### src/rtl/video_timing_pkg.sv
// Shared timing types for the raster sequencer: field indices, 1080p60 defaults, axis field set.
// Latency: n/a (types and constants only).
// Backpressure: n/a.
package video_timing_pkg;

    // Storage width of one timing field; the counter width CW must not exceed it.
    localparam int FLD_W = 16;

    // Field index as seen on cfg_sel.
    localparam logic [2:0] FLD_H_ACTIVE = 3'd0;
    localparam logic [2:0] FLD_H_FP     = 3'd1;
    localparam logic [2:0] FLD_H_SYNC   = 3'd2;
    localparam logic [2:0] FLD_H_BP     = 3'd3;
    localparam logic [2:0] FLD_V_ACTIVE = 3'd4;
    localparam logic [2:0] FLD_V_FP     = 3'd5;
    localparam logic [2:0] FLD_V_SYNC   = 3'd6;
    localparam logic [2:0] FLD_V_BP     = 3'd7;

    // 1920x1080 @ 60 Hz (CEA-861 mode 16).
    localparam int DEF_H_ACTIVE = 1920;
    localparam int DEF_H_FP     = 88;
    localparam int DEF_H_SYNC   = 44;
    localparam int DEF_H_BP     = 148;
    localparam int DEF_V_ACTIVE = 1080;
    localparam int DEF_V_FP     = 4;
    localparam int DEF_V_SYNC   = 5;
    localparam int DEF_V_BP     = 36;

    // One raster axis, regions in scan order.
    typedef struct packed {
        logic [FLD_W-1:0] active;
        logic [FLD_W-1:0] fp;
        logic [FLD_W-1:0] sync;
        logic [FLD_W-1:0] bp;
    } axis_t;

    // Axis period with two guard bits so an oversize sum is visible rather than wrapped.
    function automatic logic [FLD_W+1:0] axis_total(input axis_t a);
        return (FLD_W+2)'(a.active) + (FLD_W+2)'(a.fp) + (FLD_W+2)'(a.sync) + (FLD_W+2)'(a.bp);
    endfunction

endpackage

### src/rtl/video_timing_ctrl_axis.sv
// One raster axis: position counter plus active/sync region decode.
// Latency: cnt moves on the clock after step; wrap/in_active/in_sync decode the current cnt.
// Backpressure: none; advances whenever step is high, clr forces the count to zero.
module timing_axis_counter
    import video_timing_pkg::*;
#(
    parameter int CW = 12
) (
    input  logic          pixclk,
    input  logic          reset,
    input  logic          clr,
    input  logic          step,
    input  axis_t         fld,
    output logic [CW-1:0] cnt,
    output logic          wrap,
    output logic          in_active,
    output logic          in_sync
);
    localparam int SW = FLD_W + 2;

    logic [SW-1:0] pos;
    logic [SW-1:0] total;
    logic [SW-1:0] sync_lo;
    logic [SW-1:0] sync_hi;

    // Compare the position against the region boundaries of the applied field set.
    always_comb begin
        pos       = SW'(cnt);
        total     = axis_total(fld);
        sync_lo   = SW'(fld.active) + SW'(fld.fp);
        sync_hi   = sync_lo + SW'(fld.sync);
        wrap      = (pos == total - SW'(1));
        in_active = (pos < SW'(fld.active));
        in_sync   = (pos >= sync_lo) && (pos < sync_hi);
    end

    // Position counter, wrapping at the last position of the axis.
    always_ff @(posedge pixclk) begin
        if (!reset || clr) begin
            cnt <= '0;
        end else if (step) begin
            cnt <= wrap ? '0 : cnt + CW'(1);
        end
    end

endmodule

### src/rtl/video_timing_ctrl.sv
// Programmable raster sequencer: shadow/active timing sets, frame-atomic commit, registered sync/de.
// Latency: every output is registered one cycle after the counter state it decodes.
// Backpressure: none; en=0 parks the raster at 0,0 with idle outputs.
module video_timing_ctrl
    import video_timing_pkg::*;
#(
    parameter int CW       = 12,
    parameter int H_ACTIVE = DEF_H_ACTIVE,
    parameter int H_FP     = DEF_H_FP,
    parameter int H_SYNC   = DEF_H_SYNC,
    parameter int H_BP     = DEF_H_BP,
    parameter int V_ACTIVE = DEF_V_ACTIVE,
    parameter int V_FP     = DEF_V_FP,
    parameter int V_SYNC   = DEF_V_SYNC,
    parameter int V_BP     = DEF_V_BP,
    parameter bit SYNC_POL = 1'b1
) (
    input  logic          pixclk,
    input  logic          reset,
    input  logic          en,
    input  logic          cfg_we,
    input  logic [2:0]    cfg_sel,
    input  logic [CW-1:0] cfg_data,
    input  logic          cfg_commit,
    output logic          cfg_pending,
    output logic          cfg_err,
    output logic          hsync,
    output logic          vsync,
    output logic          de,
    output logic [CW-1:0] x,
    output logic [CW-1:0] y,
    output logic          line_start,
    output logic          frame_start
);
    localparam axis_t H_DEF = {FLD_W'(H_ACTIVE), FLD_W'(H_FP), FLD_W'(H_SYNC), FLD_W'(H_BP)};
    localparam axis_t V_DEF = {FLD_W'(V_ACTIVE), FLD_W'(V_FP), FLD_W'(V_SYNC), FLD_W'(V_BP)};

    axis_t            h_shd, v_shd;
    axis_t            h_act, v_act;
    logic             run_q;
    logic             run;
    logic [CW-1:0]    h_cnt, v_cnt;
    logic             h_wrap, v_wrap, h_in_act, v_in_act, h_in_sync, v_in_sync;
    logic             frame_wrap;
    logic             apply;
    logic             wr_bad;
    logic             shd_ovf;
    logic [FLD_W-1:0] wdat;

    // Raster is live once en has been high for a full cycle; this gives the 0,0 hold after (re)start.
    always_ff @(posedge pixclk) begin
        if (!reset) run_q <= 1'b0;
        else        run_q <= en;
    end

    // Commit qualification, write rejection and shadow period overflow.
    always_comb begin
        run        = run_q && en;
        frame_wrap = run && h_wrap && v_wrap;
        apply      = cfg_pending && (frame_wrap || !en);
        wr_bad     = (cfg_data == '0) && !cfg_sel[0];
        shd_ovf    = ((axis_total(h_shd) >> CW) != '0) || ((axis_total(v_shd) >> CW) != '0);
        wdat       = FLD_W'(cfg_data);
    end

    // Shadow field writes; zero ACTIVE/SYNC values are dropped.
    always_ff @(posedge pixclk) begin
        if (!reset) begin
            h_shd <= H_DEF;
            v_shd <= V_DEF;
        end else if (cfg_we && !wr_bad) begin
            case (cfg_sel)
                FLD_H_ACTIVE: h_shd.active <= wdat;
                FLD_H_FP:     h_shd.fp     <= wdat;
                FLD_H_SYNC:   h_shd.sync   <= wdat;
                FLD_H_BP:     h_shd.bp     <= wdat;
                FLD_V_ACTIVE: v_shd.active <= wdat;
                FLD_V_FP:     v_shd.fp     <= wdat;
                FLD_V_SYNC:   v_shd.sync   <= wdat;
                FLD_V_BP:     v_shd.bp     <= wdat;
            endcase
        end
    end

    // Active set swap at the frame wrap; a commit seen in the wrap cycle itself stays pending.
    always_ff @(posedge pixclk) begin
        if (!reset) begin
            h_act       <= H_DEF;
            v_act       <= V_DEF;
            cfg_pending <= 1'b0;
            cfg_err     <= 1'b0;
        end else begin
            if (apply && !shd_ovf) begin
                h_act <= h_shd;
                v_act <= v_shd;
            end
            cfg_pending <= cfg_commit || (cfg_pending && !apply);
            cfg_err     <= (cfg_we && wr_bad) || (apply && shd_ovf);
        end
    end

    timing_axis_counter #(.CW(CW)) u_h (
        .pixclk    (pixclk),
        .reset     (reset),
        .clr       (!en),
        .step      (run),
        .fld       (h_act),
        .cnt       (h_cnt),
        .wrap      (h_wrap),
        .in_active (h_in_act),
        .in_sync   (h_in_sync)
    );

    timing_axis_counter #(.CW(CW)) u_v (
        .pixclk    (pixclk),
        .reset     (reset),
        .clr       (!en),
        .step      (run && h_wrap),
        .fld       (v_act),
        .cnt       (v_cnt),
        .wrap      (v_wrap),
        .in_active (v_in_act),
        .in_sync   (v_in_sync)
    );

    // Registered raster outputs; idle whenever the raster is not live.
    always_ff @(posedge pixclk) begin
        if (!reset || !run) begin
            de          <= 1'b0;
            hsync       <= ~SYNC_POL;
            vsync       <= ~SYNC_POL;
            x           <= '0;
            y           <= '0;
            line_start  <= 1'b0;
            frame_start <= 1'b0;
        end else begin
            de          <= h_in_act && v_in_act;
            hsync       <= h_in_sync ? SYNC_POL : ~SYNC_POL;
            vsync       <= v_in_sync ? SYNC_POL : ~SYNC_POL;
            x           <= h_cnt;
            y           <= v_cnt;
            line_start  <= (h_cnt == '0);
            frame_start <= (h_cnt == '0) && (v_cnt == '0);
        end
    end

endmodule

### config.mk
export PLATFORM = sky130hd
export DESIGN_NAME = video_timing_ctrl
export DESIGN_NICKNAME = d
export VERILOG_FILES = /design/src/rtl/video_timing_pkg.sv /design/src/rtl/video_timing_ctrl_axis.sv /design/src/rtl/video_timing_ctrl.sv
export SDC_FILE = /design/constraint.sdc
export NUM_CORES = 1
export LEC_CHECK = 0
export CORE_MARGIN = 2
export CORE_UTILIZATION = 40
export DETAILED_ROUTE_END_ITERATION = 10
export GPL_TIMING_DRIVEN = 0
export HOLD_SLACK_MARGIN = 0.08
export SLEW_MARGIN = 15
export SYNTH_ARGS = -nofsm -noshare
export SYNTH_HDL_FRONTEND = slang
export SYNTH_SLANG_ARGS = --single-unit
export TNS_END_PERCENT = 30
### constraint.sdc
create_clock -name pixclk -period 8.71 [get_ports pixclk]
set_clock_uncertainty 0.2 [all_clocks]
set_input_delay 0.871 -clock pixclk [delete_from_list [all_inputs] [get_ports pixclk]]
set_output_delay 0.871 -clock pixclk [all_outputs]
set_load 0.01 [all_outputs]
==> impl_results.md, run 1 <==
- Worst EP required: around 9 ns
- Leak: 8.10 nW
- Clock Tree Buf Depth: 3
- First-pass GRT wire length: 73800 um
- Most numerous cell in the Yosys netlist: nand2_1
- Worst slew pin tran: roughly 1.1 ns
- Most used cell, CP: ha_1
- Yosys warning count: 0
- H-tree depth: 1
- CTS clock-pin slew for the worst setup and hold paths: 0.06 ns
- Largest net degree at the start of global routing: 17
- Vias: ~13000
- Post_cts resized: 0
- Layout cells sized above 1: 3.82%
- Crit path DAT: approximately 7.8 ns
- Dpl hpwl: 37000 um
- CTS tree: built
- Root buf cell: clkbuf_16
- Commonest cells post-synth: 293 x nand2_1, 248 x dfxtp_1, 188 x ha_1
- Area of the multi-input gates: about 0.011 mm2
- Antenna violations before repair: 0
- Final Util: 45.3%
- FFs w/ async S/R, synth: 0%
- Diode count: 0
- Final Cycle Share: 86.2%
- F_max: 0.133 GHz
- GRT Total Usage: a little over a fifth
- Die Footprint: 0.0442 mm2
- Pre-antenna DRT Iters: 5
- Dominant synthesized flop cell: dfxtp_1
- CTS sink cnt: 248
- # nets final: 2283
- Routed WL: between 40000 and 50000 um
- Port Buf Inserts: 36
- WP buf/inv: 6
- Remaining global-route overflow: 0
- Final Hold Fails: 0
- Post-synth EDFFs: 0
- Crit Path Class: flop to flop
- Register area: between 0.004 and 0.005 mm2
- Worst setup EP type: flop
- Post-Syn Instances: slightly below 2000
- Maxcap violations: 0
- Top delay family on crit path: compound AO/OA/AOI/OAI gates
- Drt wl/cell: 17.7 um
- Avg Vias per Cell: approximately 5.2
- Fillers: 4092
- Slowest stage delay, CP: 0.78 ns
- 1st-iter DRT viols: 787
- Clock Latency Late Sink: 0.60 ns
- Post-Syn Area per Cell: 8.70 um2
- Post-synthesis sequential area ratio: 29.2%
- Slew Viols, Final: 0
- CP startpoint kind: flop
- Setup fix buffers added after clock tree synthesis: 0
- Number of global-route vias before repair: 13300
- Ranking of synthesized cells by area: dfxtp_1 29%, ha_1 14%, mux2i_1 9.3%, nand2_1 6.5%, fa_1 6.1%
- Final setup vio count: 0
- Site Rows: 75
- Min-delay worst type: flop to flop
- Final GP Congestion: 0.850
- Status: complete, no violations
- Slew margin rel.: 28.5%
- #FFs+latches synth: 248
- Post-synthesis cell type count: 69
- Yosys top cell area share: 29.2%
- Synth Cell Area: 0.0170 mm2
- VDD IR-drop max: 134 uV
- Yosys top cell by area: dfxtp_1
- Pwr Density: around 150 mW/mm2
- Syn nets: ~2200
- Crit-path slowest cell: a2111oi_0
- Core Region: 0.0419 mm2
- I/O Pins: 51
- CTS Buf Count: 28
- Post-route ant nets: 0
- DRC: 0
- RSZ-0062 raised after global routing: false
- Die W: around 210 um
- CP max FO: 10
- Area delta synth->final: 11.6%
- Die Ht: 210 um
- Initial Util: between 40% and 50%
- Cts hold-fix bufs: 0
- Tmin final: 7.51 ns
- Setup TNS: 0 ns
[metrics by stage]
stage	hold WS [ns]	area, um2	cells	total power, mW	setup slack [ns]
finish	0.260	19000	2582	2.78	1.20
global route	0.276	19000	2582	2.91	0.416
CTS	0.260	19000	2582	2.81	1.19
detailed placement	0.249	18100	2532	1.61	1.27
global placement	0.244	18100	2532	1.60	1.33
floorplan	0.235	17000	1957	1.50	2.47
[path summary, 6_finish.rpt]
check,endpoint,cells after the start,slack [ns],from
worst max register to register,h_act[57],28,1.20,h_act[48]
worst max-delay path,h_act[57],28,1.20,h_act[48]
worst min register to register,v_act[3],2,0.26,v_act[3]
worst min-delay path,v_act[3],2,0.26,v_act[3]
[routing by layer]
metal  global-route usage (%)  wire length, um  vias to the layer above
met4                     4.33              834                        0
met2                     32.8            19700                      232
li1                         -                -                     6812
met3                     1.98             1570                       47
met1                     31.4            23500                     6348
met5                        0                0                        -
[tightest hold or removal path, delay by kind of cell, from the launching register on]
kind             cells  cell delay [ns]
DFF                  1             0.31
muxes                1             0.05
and+or+nand+nor      1             0.05
[registers in the layout, indices dropped and copies added, names as in the netlist, 12 cells and up]
signal   cells
h_act       48
h_shd       48
u_h.cnt     12
u_v.cnt     12
v_act       48
v_shd       48
x           12
y           12
[cell families after synthesis]
kind of cell | Yosys count | share of synthesized area, %
flip-flops | 248 | 29.2
multiplexers | 160 | 9.41
AO/OA/AOI/OAI | 310 | 12.4
buffers and inverters | 254 | 6.02
XOR/XNOR | 86 | 4.42
AND/OR/NAND/NOR | 658 | 18.6
adder cells (fa/ha/maj) | 241 | 20.0
[report_power, final]
group	internal [mW]	switching [mW]
clock network	0.714	0.482
registers	1.15	0.0184
logic	0.169	0.248
total	2.03	0.748
[cell type report]
cell class	count	share of cell area, %
multi-input combinational	1455	58.1
timing repair buffer	36	1.90
tap	539	3.55
clock inverter	12	0.856
clock buffer	38	4.10
sequential	248	26.1
buffer	93	2.21
inverter	161	3.18
[layout by cell type, fill, tap and decap left out, types with 9 or more instances in the layout]
cell             instances
clkdlybuf4s50_1         36
a211oi_1                 9
nor4_1                  13
nor2_1                  72
nand2_1                293
clkbuf_1                75
a2111oi_0               11
xor2_1                  37
xnor2_1                 49
ha_1                   188
o21a_1                  21
a21o_1                  44
dfxtp_1                248
nor3_1                  26
a21oi_1                 71
and3_1                  13
clkbuf_16               28
nor2b_1                101
fa_1                    52
and2_1                  21
nand2b_1                22
o21ai_0                 50
nand3_1                 42
mux2i_1                159
a21boi_0                29
nand4_1                 23
inv_1                  161
No activity file was read; power rests on OpenSTA's default activity.
==> run 2: changes to the inputs <==
- SLEW_MARGIN: 15 -> default
==> results of run 2 <==
The final DEF is identical to that of run 1; final timing and power are the same.
==> run 3: changes to the inputs <==
- CORE_UTILIZATION: 40 -> 30
- CTS_CLUSTER_DIAMETER: default -> 80
- GPL_ROUTABILITY_DRIVEN: default -> 0
==> run 3 against run 2 <==
Combinational power about the same. Sequential share of layout area down 0.43 points. Via count up 1.0%. Count of clock-buffer cells in the layout grew 9. Cell count grew 8.6%. Die area grew 33%. Register-to-register slack improved by 0.13 ns. Critical path type unchanged. Largest cell class unchanged. Largest power group unchanged.
==> impl_results.md, run 3 (synthesis gave the netlist of run 1 again) <==
- Clock Latency Late Sink: 0.58 ns (-0.02 ns)
- Antenna violations before repair: 1 (+1)
- Crit-path slowest cell: a2111oi_0
- Largest net degree at the start of global routing: 15 (-2)
- Setup TNS: 0 ns (unchanged)
- F_max: 0.136 GHz (+1.8%)
- Post-route ant nets: 0 (unchanged)
- Final Cycle Share: 84.7% (-1.5 points)
- Die Footprint: 0.0587 mm2 (+33%)
- Setup fix buffers added after clock tree synthesis: 0 (unchanged)
- Most frequent cells in the layout: 293 x nand2_1, 248 x dfxtp_1, 188 x ha_1
- CTS clock-pin slew for the worst setup and hold paths: 0.06 ns (about the same)
- Crit path DAT: 7.67 ns (-0.11 ns)
- Most used cell, CP: ha_1
- Vias: 13600 (+1.0%)
- 1st-iter DRT viols: 1015 (+29%)
- DRC: 0 (unchanged)
- RSZ-0062 raised after global routing: false
- Maxcap violations: 0 (unchanged)
- Clock Tree Buf Depth: 3 (unchanged)
- Slowest stage delay, CP: 0.87 ns (+0.09 ns)
- Final setup vio count: 0 (unchanged)
- Pre-antenna DRT Iters: 5 (unchanged)
- Fin area: 0.0193 mm2 (+1.7%)
- Worst hold endpoint: v_act[8]
- R2R depth: 28 (unchanged)
- Avg Vias per Cell: 4.84 (-7.0%)
- Pwr Density: 147 mW/mm2 (+0.18%)
- Register area: 0.00496 mm2 (unchanged)
- CTS Buf Count: 30 (+7.1%)
- Most Crowded Layer GR: met2
- Tmin final: 7.38 ns (-0.134 ns)
- Initial Util: 30.3% (-10 points)
- First-pass GRT wire length: 74400 um (+0.87%)
- Diode count: 0 (unchanged)
- Die Ht: 242 um (+15%)
- Area delta synth->final: 13.5%
- # nets final: 2285 (+0.088%)
- Die W: 242 um (+15%)
- Area of the multi-input gates: 0.0110 mm2 (unchanged)
- I/O Pins: 51 (unchanged)
- Remaining global-route overflow: 0 (unchanged)
- CTS tree: built
- Met2 Track Usage GR: 24.5% (-8.3 points)
- Worst EP required: 9.00 ns (+0.02 ns)
- Dpl hpwl: 37800 um (+2.0%)
- Reg2reg end: h_act[51]
- GRT Total Usage: 15.7% (-5.3 points)
- Crit Path Class: flop to flop
- Fillers: 5707 (+39%)
- Drt wl/cell: 16.6 um (-5.9%)
- Slew Viols, Final: 0 (unchanged)
- VDD IR-drop max: 154 uV (+15%)
- R2r startpoint: h_act[48]
- Most common cell after layout, fill and taps aside: nand2_1
- Status: complete, no violations
- Worst slew pin tran: 1.12 ns (+0.0613 ns)
- Reg2reg setup slack: 1.33 ns (+0.13 ns)
- Core Region: 0.0563 mm2 (+34%)
- CP max FO: 10 (unchanged)
- Slew margin rel.: 24.4% (-4.1 points)
- CTS sink cnt: 248 (unchanged)
- Layout cells sized above 1: 3.86% (+0.040 points)
- Cts hold-fix bufs: 0 (unchanged)
- Number of global-route vias before repair: 13500 (+1.5%)
- Root buf cell: clkbuf_16
- Site Rows: 87 (+16%)
- Min-delay worst type: flop to flop
- Leak: 8.12 nW (+0.27%)
- Post_cts resized: 0 (unchanged)
- Worst setup EP type: flop
- HP Start: v_act[8]
- Met1 Usage GRT: 22.9% (-8.5 points)
- WHS Path Cells: 2 (unchanged)
- GRT met3 Usage: 1.82% (-0.16 points)
- Final Hold Fails: 0 (unchanged)
- Routed WL: 46700 um (+2.2%)
- Post-place instance area: 0.0183 mm2 (+1.5%)
- Port Buf Inserts: 36 (unchanged)
- H-tree depth: 1 (unchanged)
- CP startpoint kind: flop
==> run 3: final cells by class <==
class	count	area share, %
buffer	93	2.18
inverter	161	3.13
clock inverter	8	0.479
timing repair buffer	36	1.86
sequential	248	25.7
tap	756	4.90
clock buffer	47	4.64
multi-input combinational	1455	57.1
==> run 3: worst max path at each step <==
stage / startpoint / endpoint / slack (ns) / depth (start not counted)
after global placement: h_act[48] / v_act[10] / 1.59 / 26
after floorplan: h_act[32] / u_v.cnt[11] / 2.47 / 29
after global routing: h_act[48] / h_act[54] / 0.70 / 28
after CTS: h_act[48] / h_act[32] / 1.41 / 26
final: h_act[48] / h_act[51] / 1.33 / 28
after detailed placement: h_act[48] / h_act[52] / 1.44 / 26
==> run 3: critical path: cells and delay by family (launching register included) <==
kind,cells,cell delay (ns)
AOI/OAI and AO/OA,10,2.62
adders and majority gates,5,1.34
buffers and inverters,6,0.98
and+or+nand+nor,4,0.89
xor gates and xnor gates,2,0.67
DFF,1,0.40
muxes,1,0.20
==> run 3: power by group <==
part | leakage [nW] | total, mW | internal, mW | switching, mW
sequential | 2.00 | 1.17 | 1.15 | 0.0188
clock | 0.484 | 1.24 | 0.739 | 0.506
combinational | 5.63 | 0.419 | 0.169 | 0.250
total | 8.12 | 2.83 | 2.06 | 0.775
==> run 3: through the flow <==
| step | worst slack [ns] | total power, mW | std cells | hold slack (ns) | util, % |
|---|---|---|---|---|---|
| after CTS | 1.41 | 2.85 | 2804 | 0.261 | 34.3 |
| final | 1.33 | 2.83 | 2804 | 0.258 | 34.3 |
| after floorplan | 2.47 | 1.50 | 1957 | 0.235 | - |
| after global placement | 1.59 | 1.59 | 2749 | 0.245 | 32.6 |
| after detailed placement | 1.44 | 1.60 | 2749 | 0.250 | 32.6 |
| after global routing | 0.702 | 2.95 | 2804 | 0.284 | 34.3 |
==> run 3: per-layer routing <==
metal | vias to the layer above | part of all wire (%)
met5 | - | 0
met4 | 0 | 2.2
met3 | 62 | 4.7
met2 | 306 | 42
met1 | 6378 | 51
li1 | 6828 | -
